$ cat config.mk
export PLATFORM = sky130hd
export DESIGN_NAME = fpu_thread_arb
export DESIGN_NICKNAME = d
export VERILOG_FILES = /design/src/rtl/fpu_mt_pkg.sv /design/src/rtl/rr_pick.sv /design/src/rtl/fpu_thread_arb.sv
export SDC_FILE = /design/constraint.sdc
export NUM_CORES = 1
export LEC_CHECK = 0
export BUFFER_PORTS_ARGS = -buffer_cell sky130_fd_sc_hd__buf_4
export CELL_PAD_IN_SITES_DETAIL_PLACEMENT = 1
export CELL_PAD_IN_SITES_GLOBAL_PLACEMENT = 1
export CORE_AREA = 3 3 157 159
export DETAILED_ROUTE_END_ITERATION = 10
export DIE_AREA = 0 0 160 162
export PLACE_DENSITY_LB_ADDON = 0.1
export SYNTH_ARGS = -nofsm -noshare
export SYNTH_HDL_FRONTEND = slang
export SYNTH_SLANG_ARGS = --single-unit
export TNS_END_PERCENT = 30
$ cat constraint.sdc
create_clock -name clk -period 1.8 [get_ports clk]
set_input_delay 0.18 -clock clk [delete_from_list [all_inputs] [get_ports clk]]
set_output_delay 0.18 -clock clk [all_outputs]
set_load 0.1 [all_outputs]
$ cat src/rtl/fpu_mt_pkg.sv
// Shared types/constants for the multithreaded FPU front end: defaults, id width helper, stage tag.
// Pure declarations; no timing or flow control of its own.
package fpu_mt_pkg;
    localparam int NT_DEF = 4;
    localparam int NS_DEF = 4;
    // Tag id is sized for the largest legal thread count (8) so the type is parameter-free.
    localparam int ID_W   = 3;

    function automatic int tw_of(input int nt);
        return (nt <= 2) ? 1 : $clog2(nt);
    endfunction

    typedef struct packed {
        logic            valid;
        logic [ID_W-1:0] id;
    } tag_t;
endpackage

$ cat src/rtl/rr_pick.sv
// Combinational thread picker: round-robin from ptr+1 (mode=1) or lowest index (mode=0).
// Zero latency; no requester gives sel=0, gnt=0, any=0.
module rr_pick
    import fpu_mt_pkg::*;
#(
    parameter int NT = NT_DEF,
    parameter int TW = tw_of(NT)
) (
    input  logic [NT-1:0] req,
    input  logic [TW-1:0] ptr,
    input  logic          mode,
    output logic [TW-1:0] sel,
    output logic [NT-1:0] gnt,
    output logic          any
);
    int w_start;
    int w_idx;

    // Walk the scan order backwards so the earliest requester in scan order is written last.
    always_comb begin
        sel     = '0;
        any     = |req;
        w_start = mode ? (int'(ptr) + 1) : 0;
        w_idx   = 0;
        for (int i = NT - 1; i >= 0; i--) begin
            w_idx = w_start + i;
            if (w_idx >= NT) w_idx = w_idx - NT;
            if (req[w_idx]) sel = TW'(w_idx);
        end
        gnt = any ? (NT'(1) << sel) : '0;
    end
endmodule

$ cat src/rtl/fpu_thread_arb.sv
// Arbitrates NT threads onto one FPU in ID and tags each issued op through NS stages to demux write-enables.
// Grant/mux are combinational; tag reaches E1 one enabled cycle later, WB after NS; e=0 freezes all state, fstall blocks issue.
module fpu_thread_arb
    import fpu_mt_pkg::*;
#(
    parameter int NT = NT_DEF,
    parameter int NS = NS_DEF,
    parameter int RR = 1
) (
    input  logic                clk,
    input  logic                clrn,
    input  logic                e,
    input  logic [NT-1:0]       req,
    input  logic [NT*32-1:0]    dfa_in,
    input  logic [NT*32-1:0]    dfb_in,
    input  logic [NT*5-1:0]     fd_in,
    input  logic [NT*3-1:0]     fc_in,
    input  logic [NT-1:0]       wf_in,
    input  logic                fstall,
    input  logic [NS-1:0]       stg_w,
    output logic [31:0]         dfa,
    output logic [31:0]         dfb,
    output logic [4:0]          fd,
    output logic [2:0]          fc,
    output logic                wf,
    output logic [tw_of(NT)-1:0] sel,
    output logic [NT-1:0]       gnt,
    output logic [NT-1:0]       st,
    output logic [NT-1:0]       stall_t,
    output logic [NS*NT-1:0]    stg_w_t,
    output logic [NS-1:0]       stg_v
);
    localparam int TW = tw_of(NT);

    logic [TW-1:0] r_ptr;
    tag_t          r_tag [NS];
    logic [TW-1:0] w_sel;
    logic [NT-1:0] w_gnt;
    logic          w_any;
    logic          w_mode;

    assign w_mode = (RR != 0);

    rr_pick #(.NT(NT), .TW(TW)) u_pick (
        .req  (req),
        .ptr  (r_ptr),
        .mode (w_mode),
        .sel  (w_sel),
        .gnt  (w_gnt),
        .any  (w_any)
    );

    // ptr only ever loads a picker result, which is always < NT, so wrap is implicit.
    always_ff @(posedge clk or negedge clrn) begin
        if (!clrn) begin
            r_ptr <= TW'(NT - 1);
            for (int s = 0; s < NS; s++) r_tag[s] <= '0;
        end else if (e) begin
            if (w_any && !fstall) r_ptr <= w_sel;
            r_tag[0] <= {w_any & ~fstall, ID_W'(w_sel)};
            for (int s = 1; s < NS; s++) r_tag[s] <= r_tag[s-1];
        end
    end

    always_comb begin
        dfa = dfa_in[31:0];
        dfb = dfb_in[31:0];
        fd  = fd_in[4:0];
        fc  = fc_in[2:0];
        wf  = wf_in[0];
        for (int t = 1; t < NT; t++) begin
            if (w_sel == TW'(t)) begin
                dfa = dfa_in[32*t +: 32];
                dfb = dfb_in[32*t +: 32];
                fd  = fd_in[5*t +: 5];
                fc  = fc_in[3*t +: 3];
                wf  = wf_in[t];
            end
        end
    end

    assign sel     = w_sel;
    assign gnt     = w_gnt;
    assign st      = req & ~w_gnt;
    assign stall_t = fstall ? w_gnt : '0;

    // Routing follows the tag id even when invalid, so post-reset writes land on thread 0.
    always_comb begin
        stg_w_t = '0;
        stg_v   = '0;
        for (int s = 0; s < NS; s++) begin
            stg_v[s] = r_tag[s].valid;
            for (int t = 0; t < NT; t++) begin
                stg_w_t[s*NT + t] = stg_w[s] & (r_tag[s].id == ID_W'(t));
            end
        end
    end
endmodule
==> flow_results.org <==
** Synth
- Counting flops with an async set or reset pin after synthesis yields a share of 100.0%.
- Of all cell types, the one taking the most synthesized area is sky130_fd_sc_hd__nand2_1.
- Main synth FF type :: sky130_fd_sc_hd__dfrtp_1
- Top cell type's share of synthesized area :: 28.79%
- The synthesized design contains 14 register bits.
- Number of flops mapped to enable cells by yosys :: 0
- Number of unique standard cell types used by synthesis :: 28
- Synth Area per Inst :: 5.881 um2
- By area the synthesized netlist is led by sky130_fd_sc_hd__nand2_1 (29%), sky130_fd_sc_hd__a32oi_1 (22%), sky130_fd_sc_hd__a21oi_1 (12%).
- Gate Count Post-Synth :: 501
- Synthesized area :: 0.002947 mm2
- When the netlist entered floorplanning its net count stood at 805.
- Share of the yosys chip area belonging to registers :: 11.97%
- For this run, the number of Yosys warnings is 0.

** Hold path
- Startpoint of the lowest-slack hold path :: e
- Path class of the lowest-slack min-delay path :: in2reg
- Count of cells along the worst hold path :: 3
- WHS Endpoint :: r_tag[12]

** Final layout
- Proportion of layout cells with a drive suffix above 1 :: 69.35%
- After routing the design area is 0.009955 mm2.
- From synthesis to final layout, the design area changed by 237.8%.
- The repair_antennas step left the layout with diodes totalling 0.
- Net count reported at finish :: 1235
- For this run, the number of standard cells in the final layout without fillers is 1249.

** STA
- Post-layout min period :: 2.542 ns
- Final hold slack :: 0.2926 ns
- For the final database, setup skew stands at 0.0007419 ns.
- Of the available clock period, the critical path in the final layout requires 141.2%.
- Number of pins exceeding their max-slew limit in the final report :: 0
- RSZ-0062 raised after global routing :: yes
- Setup Viol. Count Final :: 88
- Final hold viol count :: 0
- Transition at the pin with the smallest max-transition slack :: 0.5061 ns
- Final TNS setup :: -57.21 ns
- Based on the critical path, the design can be clocked at up to 0.3934 GHz.
- Rel. slew slack :: 66.06%
- Setup slack after layout :: -0.7420 ns

** Worst setup path
- Critical-path maximum fanout :: 27
- Worst R2R Setup Slack :: -0.26 ns
- The setup path with the least slack is of type reg2out.
- The startpoint identified for the worst register-to-register timing path is r_ptr[1].
- At the worst endpoint, the required time is 1.62 ns.
- Sort of element at the end of the critical path :: output pin
- The endpoint identified for the worst register-to-register timing path is r_tag[13].
- Crit start category :: register
- Data arrival at the endpoint of the critical path :: 2.36 ns
- The worst register-to-register path has a depth of 9.
- Critical path origin :: r_ptr[1]

** Floorplan
- After floorplanning, the core was sized to cover 0.02340 mm2.
- In this run the horizontal extent of the chip is 160 um.
- The die covers 0.02592 mm2.
- After floorplanning, the core was divided into 56 placement rows.
- For this configuration, the core starts out at a cell density of 12.59%.
- I/O pin count :: 411
- Vert. Die Dim :: 162 um

** Route
- Total via count in the routed design :: 5567
- Post-detailed-routing wire length :: 24.41 mm
- Post-route antenna net violation count :: 0
- After detailed routing, the number of vias per cell comes to 4.457.
- DR iter-0 viols :: 162
- After detailed routing, the number of remaining DRC violations is 0.
- Dividing the detail-routed wire length by the instance count gives 19.55 um.
- Drt pass-1 iters :: 4

** Place
- HPWL reported at the end of detailed placement :: 20.08 mm
- The number of placed instances, taps included, is 1228.
- The count of buffers added on input and output ports is 410.
- The congestion estimate from routability-driven global placement came to 0.8629.
- Once placement finished, the instance area stood at 0.008229 mm2.

** Run
- Max capacitance violation total :: 0

** Global routing
- Wire length of the first global-routing pass :: 35.51 mm
- GR Overflow Total :: 0
- In the global route stage, overall resource usage came out at 16.88%.
- The number of antenna violations at the first check in global routing came to 0.
- Number of global-route vias before repair :: 6215
- Entering global routing, the biggest net connects 33 pins.

** CTS
- CTS buffer count :: 3
- H-tree Lvls :: 1
- Clock tree synthesis found a total of 14 sinks.
- Worst-case clock buffer depth :: 2
- After clock tree synthesis, the clock-pin slew on the worst setup and hold paths is 0.04 ns.
- TritonCTS built the clock tree.
- Root cell of the clock tree :: sky130_fd_sc_hd__clkbuf_16
- Clock latency reported for the late side of the worst-skew pair :: 0.24 ns

** Outcome
- Result of the run :: finished with violations
- The checks that failed: negative setup slack.
[cell usage after synthesis, drive strengths merged (3+ instances only)]
cell / number
nand2: 226
dfrtp: 12
nor2b: 5
nor3b: 4
nor2: 11
buf: 24
and2: 3
clkbuf: 31
and3: 6
nand2b: 3
a21oi: 73
a32oi: 73
mux2: 12
and3b: 5
[worst max-delay path, cell delays in order (launching register included)]
cell,delay [ns]
sky130_fd_sc_hd__dfstp_2,0.54
sky130_fd_sc_hd__nand2_2,0.06
sky130_fd_sc_hd__and3b_1,0.17
sky130_fd_sc_hd__or3_4,0.44
sky130_fd_sc_hd__clkinv_8,0.13
sky130_fd_sc_hd__buf_12,0.18
sky130_fd_sc_hd__nand2_1,0.11
sky130_fd_sc_hd__a32oi_4,0.27
sky130_fd_sc_hd__buf_12,0.21
[cell families (layout without fill, tap and decap cells)]
kind of cell,after synthesis,in the layout,synth area share [%]
flops,14,14,11.97
mux,12,12,4.586
buf+inv,57,486,10.70
simple gates,265,265,36.77
compound gates,153,153,35.97
[flip-flops by register name, indices dropped and copies added (netlist names)]
signal and cells:
r_tag 8, stg_v 4, r_ptr 2
[metrics by stage]
stage          setup WS [ns]  utilization [%]
2_1_floorplan        -0.7818                -
3_3_place_gp         -0.5978            35.16
3_5_place_dp         -0.6352            35.16
4_1_cts              -0.7497            41.17
5_1_grt              -0.8373            42.54
6_report             -0.7420            42.54
[what timing repair did]
action / CTS / global route
buffers inserted: 6 / 2
hold endpoints to repair: 12 / 0
setup endpoints to repair: 90 / 90
resized for setup: 308 / 37
hold buffers: 1 / 0
gates cloned: 2 / 6
pin swaps: 27 / 14
[cells in the final DEF (no fill, tap or decap)]
cell type,n
sky130_fd_sc_hd__a211oi_1,1
sky130_fd_sc_hd__a21boi_1,1
sky130_fd_sc_hd__a21o_1,2
sky130_fd_sc_hd__a21oi_1,54
sky130_fd_sc_hd__a21oi_2,19
sky130_fd_sc_hd__a32oi_4,73
sky130_fd_sc_hd__and2_2,1
sky130_fd_sc_hd__and2_4,2
sky130_fd_sc_hd__and3_1,4
sky130_fd_sc_hd__and3_2,2
sky130_fd_sc_hd__and3b_1,5
sky130_fd_sc_hd__buf_12,107
sky130_fd_sc_hd__buf_16,2
sky130_fd_sc_hd__buf_4,350
sky130_fd_sc_hd__buf_6,10
sky130_fd_sc_hd__buf_8,3
sky130_fd_sc_hd__clkbuf_16,9
sky130_fd_sc_hd__clkbuf_8,1
sky130_fd_sc_hd__clkinv_8,2
sky130_fd_sc_hd__dfrtp_1,12
sky130_fd_sc_hd__dfstp_2,2
sky130_fd_sc_hd__dlygate4sd3_1,1
sky130_fd_sc_hd__inv_1,1
sky130_fd_sc_hd__mux2_2,12
sky130_fd_sc_hd__nand2_1,190
sky130_fd_sc_hd__nand2_2,29
sky130_fd_sc_hd__nand2_4,7
sky130_fd_sc_hd__nand2b_1,3
sky130_fd_sc_hd__nand3b_1,1
sky130_fd_sc_hd__nor2_1,9
sky130_fd_sc_hd__nor2_4,2
sky130_fd_sc_hd__nor2b_1,1
sky130_fd_sc_hd__nor2b_2,2
sky130_fd_sc_hd__nor2b_4,2
sky130_fd_sc_hd__nor3b_2,4
sky130_fd_sc_hd__o21ai_2,1
sky130_fd_sc_hd__o221a_2,1
sky130_fd_sc_hd__o221ai_4,1
sky130_fd_sc_hd__or3_4,1
[per-layer routing]
metal,vias to the layer above,global-route usage [%],wire [um]
li1,2657,-,-
met1,2632,17.73,8517
met2,252,32.95,13400
met3,26,5.330,2026
met4,0,3.353,467
met5,-,0,0
[area by class of cell]
class	instances	area, um2
timing repair buffer	479	5142
tap	319	399.1
fill	2699	13450
clock buffer	4	88.84
timing repair inverter	1	16.27
multi-input combinational	430	3935
sequential	14	352.8
inverter	2	20.02
[worst max path at each step]
stage | endpoint | slack [ns] | depth (start not counted)
finish | dfb[10] | -0.74 | 8
global placement | dfb[29] | -0.60 | 8
global route | dfb[11] | -0.84 | 8
floorplan | dfa[26] | -0.78 | 9
detailed placement | fc[1] | -0.64 | 7
CTS | dfb[11] | -0.75 | 8
Power is left out: the tool's default activity adds up to more than one toggle a clock period on the data nets, which glitch-free logic cannot reach.
